$ cat src/rtl/uart_pkg.sv
// Shared definitions for the configurable UART blocks.
// Holds the parity mode encodings, the transmitter FSM state encoding,
// the smallest legal bit divisor and a helper that decodes the parity mode.
// Contents are shared by uart_tx_cfg, uart_bit_timer and the future uart_rx_cfg.
package uart_pkg;

   localparam logic [1:0] UART_PAR_NONE = 2'b00;
   localparam logic [1:0] UART_PAR_EVEN = 2'b01;
   localparam logic [1:0] UART_PAR_ODD  = 2'b10;

   localparam int UART_DIV_MIN = 2;

   typedef enum logic [2:0] {
      IDLE,
      START,
      DATA,
      PARITY,
      STOP
   } uartState_t;

   // Mode 11 is reserved and behaves like "no parity", so only the two
   // explicit codes switch the parity bit on.
   function automatic logic parityEnabled(input logic [1:0] mode);
      return (mode == UART_PAR_EVEN) || (mode == UART_PAR_ODD);
   endfunction

endpackage

$ cat src/rtl/uart_bit_timer.sv
// Bit-period timer for the configurable UART.
// Produces a one-cycle terminal tick every eff_div clocks, where eff_div is
// the divisor clamped to a minimum of UART_DIV_MIN. A restart pulse zeroes
// the count so the next tick comes a full period later.
// Ports:
//   i_Clock   - system clock, rising edge
//   i_Rst_n   - synchronous reset, active low
//   i_Div     - clocks per bit (values below the minimum are clamped)
//   i_Restart - begin a fresh bit period on the next cycle
//   o_Tick    - high on the last cycle of each bit period
module uart_bit_timer
   import uart_pkg::*;
#(
   parameter int DIV_W = 16
) (
   input  logic             i_Clock,
   input  logic             i_Rst_n,
   input  logic [DIV_W-1:0] i_Div,
   input  logic             i_Restart,
   output logic             o_Tick
);

   logic [DIV_W-1:0] effDiv;
   logic [DIV_W-1:0] count;

   // Clamp the divisor so a period is never shorter than the minimum, and
   // flag the terminal cycle. Using >= keeps the counter from running all the
   // way around if the divisor ever shrinks below the current count.
   always_comb begin
      effDiv = i_Div;
      if (i_Div < DIV_W'(UART_DIV_MIN)) begin
         effDiv = DIV_W'(UART_DIV_MIN);
      end
      o_Tick = (count >= (effDiv - DIV_W'(1)));
   end

   // Free-running period counter; restart and the terminal tick both wrap it
   // back to zero so each period is exactly effDiv cycles long.
   always_ff @(posedge i_Clock) begin
      if (!i_Rst_n) begin
         count <= '0;
      end else if (i_Restart || o_Tick) begin
         count <= '0;
      end else begin
         count <= count + DIV_W'(1);
      end
   end

endmodule

$ cat src/rtl/uart_tx_cfg.sv
// Runtime-configurable UART transmitter with a one-deep holding register.
// Sends start, DATA_BITS data bits LSB first, optional even/odd parity and one
// or two stop bits. Frames chain back-to-back without an idle gap when the
// holding register is refilled in time. Drives an RS-485 driver enable that
// stays high across chained frames.
// Ports:
//   i_Clock, i_Rst_n            - clock and synchronous active-low reset
//   i_Div, i_Div_Load           - clocks per bit and its load strobe
//   i_Parity_Mode, i_Two_Stop   - frame format, latched at frame start
//   i_Tx_DV, i_Tx_Data          - write side of the valid/ready handshake
//   o_Tx_Ready                  - holding register empty
//   o_Tx_Serial                 - serial line, idle high
//   o_Tx_Enable, o_Tx_Active    - high for the whole span of transmitted bits
//   o_Tx_Done                   - one pulse after each frame's last stop cycle
module uart_tx_cfg
   import uart_pkg::*;
#(
   parameter int DATA_BITS = 8,
   parameter int DIV_W     = 16,
   parameter int DEF_DIV   = 5000
) (
   input  logic                 i_Clock,
   input  logic                 i_Rst_n,
   input  logic [DIV_W-1:0]     i_Div,
   input  logic                 i_Div_Load,
   input  logic [1:0]           i_Parity_Mode,
   input  logic                 i_Two_Stop,
   input  logic                 i_Tx_DV,
   input  logic [DATA_BITS-1:0] i_Tx_Data,
   output logic                 o_Tx_Ready,
   output logic                 o_Tx_Serial,
   output logic                 o_Tx_Enable,
   output logic                 o_Tx_Active,
   output logic                 o_Tx_Done
);

   localparam int IDX_W = $clog2(DATA_BITS);

   uartState_t           state;
   logic [DIV_W-1:0]     divReg;
   logic [DIV_W-1:0]     frameDiv;
   logic                 frameParOn;
   logic                 frameTwoStop;
   logic                 holdFull;
   logic [DATA_BITS-1:0] holdData;
   logic [DATA_BITS-1:0] shiftReg;
   logic [IDX_W-1:0]     bitIdx;
   logic                 stopIdx;
   logic                 parBit;
   logic                 doneLag;

   logic                 tick;
   logic                 transfer;
   logic                 frameEnd;
   logic                 loadShifter;
   logic                 holdFullNext;
   logic                 serialNext;

   // The timer runs on the divisor frozen at frame start, so a divisor load
   // in the middle of a frame only affects the following frame.
   uart_bit_timer #(
      .DIV_W(DIV_W)
   ) bitTimer (
      .i_Clock  (i_Clock),
      .i_Rst_n  (i_Rst_n),
      .i_Div    (frameDiv),
      .i_Restart(loadShifter),
      .o_Tick   (tick)
   );

   // Handshake and sequencing decisions for this cycle. The shifter reloads
   // either from idle or on the very last stop cycle, which is what lets
   // chained frames run without an idle bit between them. The line value is
   // computed from the current state and registered, so every line output
   // trails the state by one cycle; that cycle is the holding-register delay
   // between a write and the start bit.
   always_comb begin
      transfer     = i_Tx_DV && o_Tx_Ready;
      frameEnd     = (state == STOP) && tick && (!frameTwoStop || stopIdx);
      loadShifter  = holdFull && ((state == IDLE) || frameEnd);
      holdFullNext = transfer || (holdFull && !loadShifter);
      serialNext   = 1'b1;
      case (state)
         START:   serialNext = 1'b0;
         DATA:    serialNext = shiftReg[0];
         PARITY:  serialNext = parBit;
         default: serialNext = 1'b1;
      endcase
   end

   // Main transmitter FSM with the holding register, divisor register and all
   // registered outputs. Reset aborts any frame in progress and discards a
   // held word. Frame format and divisor are captured when the shifter loads
   // and stay fixed until the next load. Done is delayed twice from the last
   // stop tick so it lands in the cycle after the last stop bit on the line.
   always_ff @(posedge i_Clock) begin
      if (!i_Rst_n) begin
         state        <= IDLE;
         divReg       <= DIV_W'(DEF_DIV);
         frameDiv     <= DIV_W'(DEF_DIV);
         frameParOn   <= 1'b0;
         frameTwoStop <= 1'b0;
         holdFull     <= 1'b0;
         holdData     <= '0;
         shiftReg     <= '0;
         bitIdx       <= '0;
         stopIdx      <= 1'b0;
         parBit       <= 1'b0;
         doneLag      <= 1'b0;
         o_Tx_Ready   <= 1'b0;
         o_Tx_Serial  <= 1'b1;
         o_Tx_Enable  <= 1'b0;
         o_Tx_Active  <= 1'b0;
         o_Tx_Done    <= 1'b0;
      end else begin
         if (i_Div_Load) begin
            divReg <= i_Div;
         end

         holdFull   <= holdFullNext;
         o_Tx_Ready <= !holdFullNext;
         if (transfer) begin
            holdData <= i_Tx_Data;
         end

         o_Tx_Serial <= serialNext;
         o_Tx_Enable <= (state != IDLE);
         o_Tx_Active <= (state != IDLE);
         doneLag     <= frameEnd;
         o_Tx_Done   <= doneLag;

         if (loadShifter) begin
            state        <= START;
            shiftReg     <= holdData;
            parBit       <= (^holdData) ^ (i_Parity_Mode == UART_PAR_ODD);
            frameParOn   <= parityEnabled(i_Parity_Mode);
            frameTwoStop <= i_Two_Stop;
            frameDiv     <= divReg;
         end else if (tick) begin
            case (state)
               START: begin
                  state  <= DATA;
                  bitIdx <= '0;
               end
               DATA: begin
                  shiftReg <= shiftReg >> 1;
                  if (bitIdx == IDX_W'(DATA_BITS - 1)) begin
                     stopIdx <= 1'b0;
                     state   <= frameParOn ? PARITY : STOP;
                  end else begin
                     bitIdx <= bitIdx + IDX_W'(1);
                  end
               end
               PARITY: begin
                  stopIdx <= 1'b0;
                  state   <= STOP;
               end
               STOP: begin
                  if (frameEnd) begin
                     state <= IDLE;
                  end else begin
                     stopIdx <= 1'b1;
                  end
               end
               default: state <= IDLE;
            endcase
         end
      end
   end

endmodule
$ cat config.mk
export PLATFORM = sky130hd
export DESIGN_NAME = uart_tx_cfg
export DESIGN_NICKNAME = d
export VERILOG_FILES = /design/src/rtl/uart_pkg.sv /design/src/rtl/uart_bit_timer.sv /design/src/rtl/uart_tx_cfg.sv
export SDC_FILE = /design/constraint.sdc
export NUM_CORES = 1
export LEC_CHECK = 0
export ABC_AREA = 1
export CAP_MARGIN = 20
export CELL_PAD_IN_SITES_DETAIL_PLACEMENT = 1
export CELL_PAD_IN_SITES_GLOBAL_PLACEMENT = 1
export CORE_MARGIN = 1
export CORE_UTILIZATION = 38
export DETAILED_ROUTE_END_ITERATION = 7
export GPL_TIMING_DRIVEN = 0
export PLACE_DENSITY_LB_ADDON = 0.1
export SLEW_MARGIN = 25
export SYNTH_ARGS = -nofsm -noshare
export SYNTH_HDL_FRONTEND = slang
export SYNTH_SLANG_ARGS = --single-unit
$ cat constraint.sdc
create_clock -name i_Clock -period 3.3 [get_ports i_Clock]
set_clock_uncertainty 0.2 [all_clocks]
set_input_delay 0.825 -clock i_Clock [delete_from_list [all_inputs] [get_ports i_Clock]]
set_output_delay 0.825 -clock i_Clock [all_outputs]
set_load 0.005 [all_outputs]
==> flow_summary.ini <==
[global_routing]
grt_pass1_wl_um = 20100
grt.busiest_layer = met2
grt_pass1_vias = 4087
grtUsageMet3_pct = 3.43
grt_start_max_net_pins = 16
gr-usage-met2_pct = 42.3
antenna_found_initial = 0
grt_util_met1_pct = 27.5
grt_overflow = 0
track_usage_pct = 23.3

[worst_setup_path]
endpoint_kind = register
arrival_ns = 3.91
cp_max_fo = 7
crit_required_ns = 3.38
reg2regPathDepth = 24
worstSetupStartpointType = register
critPathKind = register to register

[detailed_routing]
routed_wl_um = 12200
drtPass1Iterations = 4
antenna_left = 0
drt-initial-drc-count = 84
drc = 0
vias = 3777
viasPerCell = 5.00
wire_per_inst_um = 16.1

[floorplan]
io_pins = 36
core-area_um2 = 10300
die_w_um = 105
start_util_pct = 39.1
row_count = 37
die-area_um2 = 11000
die_h_um = 105

[yosys]
synth_flop_cell = dfxtp_1
yosysSeqAreaShare_pct = 39.9
synthArstFlopShare_pct = 0
synth-edff-count = 0
syn_area_um2 = 4010
synth_area_per_cell_um2 = 7.60
synth_warnings = 0
synthesis.nets = 580
synth-seq-cells = 80
syn_inst = 528
yosys.cell_types.count = 32

[layout]
instances_no_fill = 755
area_growth_syn_to_layout_pct = 41.8
final_util_pct = 55.4
layout_commonest_cell = nor2_1
most-common-layout-cells = nor2_1 (75), dfxtp_1 (74), nand2_1 (70), inv_1 (41), clkdlybuf4s50_1 (34)
nets = 666
multi_input_area_um2 = 2550
fill_cells = 1245
regArea_um2 = 1620
drive_gt1_share_pct = 29.1
antenna_cells = 0

[timing]
fin_crit_sh_pct = 116
worst_pin_slew_ns = 0.809
maxSlewHeadroom_pct = 46.0
max_freq_mhz = 261
slew_viol_final = 0
rsz0062_at_grt = yes
fin_setup_tns_ns = -21.20
fin_ws_ns = -0.525
hold_slack_ns = 0.265
finalSetupViolCount = 53
hold_viol = 0
post-route-min-period_ns = 3.82

[cts]
root_buffer = clkbuf_8
clockBufferDepth = 2
clkLatencyLatePin_ns = 0.37
clkTransAtPathRegs_ns = 0.09
htreeDepth = 3
cts_tree = built
numCtsBuffers = 9
clkSinkCount = 80

[min_path]
hold_class = register to register
min_path_cells = 2

[power]
swShare_pct = 27.9
seqPwrFrac_pct = 46.1
power_frac_comb_pct = 15.6
irDropWorstVdd_mv = 0.181
powerDensity_nw_per_um2 = 398
switchingPower_mw = 0.631
clkPwrFrac_pct = 38.3
finalPower_mw = 2.27
intPower_mw = 1.63
p_leak_nw = 2.39

[place]
gp_routability_congestion = 0.779
dpl.hpwl_um = 7560
placedCellCount = 698
numPortBuffers = 34

[job]
cap_violations = 0

[outcome]
status = complete, but fails checks
violations = setup timing
## timing repair
item                       in CTS  in global routing
gates resized for setup        77                 58
hold buffers                    0                  0
setup endpoints to repair      53                 53
gates cloned                    3                  1
pin swaps                      35                 29
setup buffers                  34                 11
## final cells by class
class                      instances  share of cell area (%)
buffer                            16                    2.53
sequential                        80                    28.4
multi-input combinational        379                    44.8
clock buffer                      10                    2.42
tap                              136                    2.99
inverter                          53                    3.58
clock inverter                     6                    1.76
timing repair buffer              75                    13.5
## worst max-delay path, stage by stage, from the launching register on
cell     delay [ns]
dfxtp_4        0.37
nor2_4         0.13
nand2_2        0.07
nor2_2         0.12
nand4_1        0.11
nand2_1        0.11
ha_2           0.19
nand4_1        0.13
nor2_2         0.18
nand4_1        0.16
nor3_2         0.18
xor2_1         0.19
inv_1          0.11
ha_4           0.28
nand2_4        0.06
o21ai_2        0.15
a21oi_2        0.06
nand2_4        0.10
nand2_4        0.07
nand2_4        0.09
nand2_8        0.08
buf_12         0.16
buf_12         0.14
buf_12         0.13
a21oi_1        0.15
## cells in the mapped netlist (all sizes together), types with 8 or more instances
cell,n,area share [%]
nand3,37,4.9
ha,21,6.5
dfxtp,80,40
clkbuf,9,0.84
xor2,21,4.6
nand4,9,1.4
inv,53,5.0
nor2,100,11
nand2,92,9.7
nor3,12,1.5
o21ai,38,4.8
xnor2,8,1.7
a21oi,27,4.1
## power by group through the flow
stage / registers, mW / clock network, mW / logic, mW
6_report: 1.04 / 0.867 / 0.354
5_1_grt: 1.05 / 0.917 / 0.391
4_1_cts: 1.04 / 0.878 / 0.322
3_5_place_dp: 1.06 / 0 / 0.257
3_3_place_gp: 1.06 / 0 / 0.248
2_1_floorplan: 1.05 / 0 / 0.168
## path summary, 6_finish.rpt
path	from	to	slack (ns)
min reg2reg	divReg[7]	divReg[7]	0.27
max reg2reg	frameDiv[13]	frameDiv[6]	-0.52
max	frameDiv[13]	frameDiv[6]	-0.52
min	divReg[7]	divReg[7]	0.27
## registers in the layout, indices dropped and copies added, names as in the netlist, 3 cells and up
signal          cells
state               3
holdData            8
shiftReg            8
bitTimer.count     16
frameDiv           16
divReg             16
bitIdx              3
## routing by layer
layer,vias to the layer above,part of all wire (%)
met2,54,53
met4,0,2.3
li1,1881,-
met3,21,2.3
met5,-,0
met1,1821,43
## cell families after synthesis
group           after synthesis  share of synthesized area, %
compound gates               73                          10.4
xor+xnor                     29                          6.33
fa+ha+maj                    21                          6.55
buf+inv                      69                          7.67
flops                        80                          39.9
simple gates                256                          29.1
## per-stage QoR
step | worst slack [ns] | cell area, µm²
2_1_floorplan | -0.0146 | 4040
3_3_place_gp | -0.489 | 4550
3_5_place_dp | -0.577 | 4550
5_1_grt | -0.735 | 5690
4_1_cts | -0.429 | 5440
6_report | -0.525 | 5690
(Power assumes the default switching activity.)
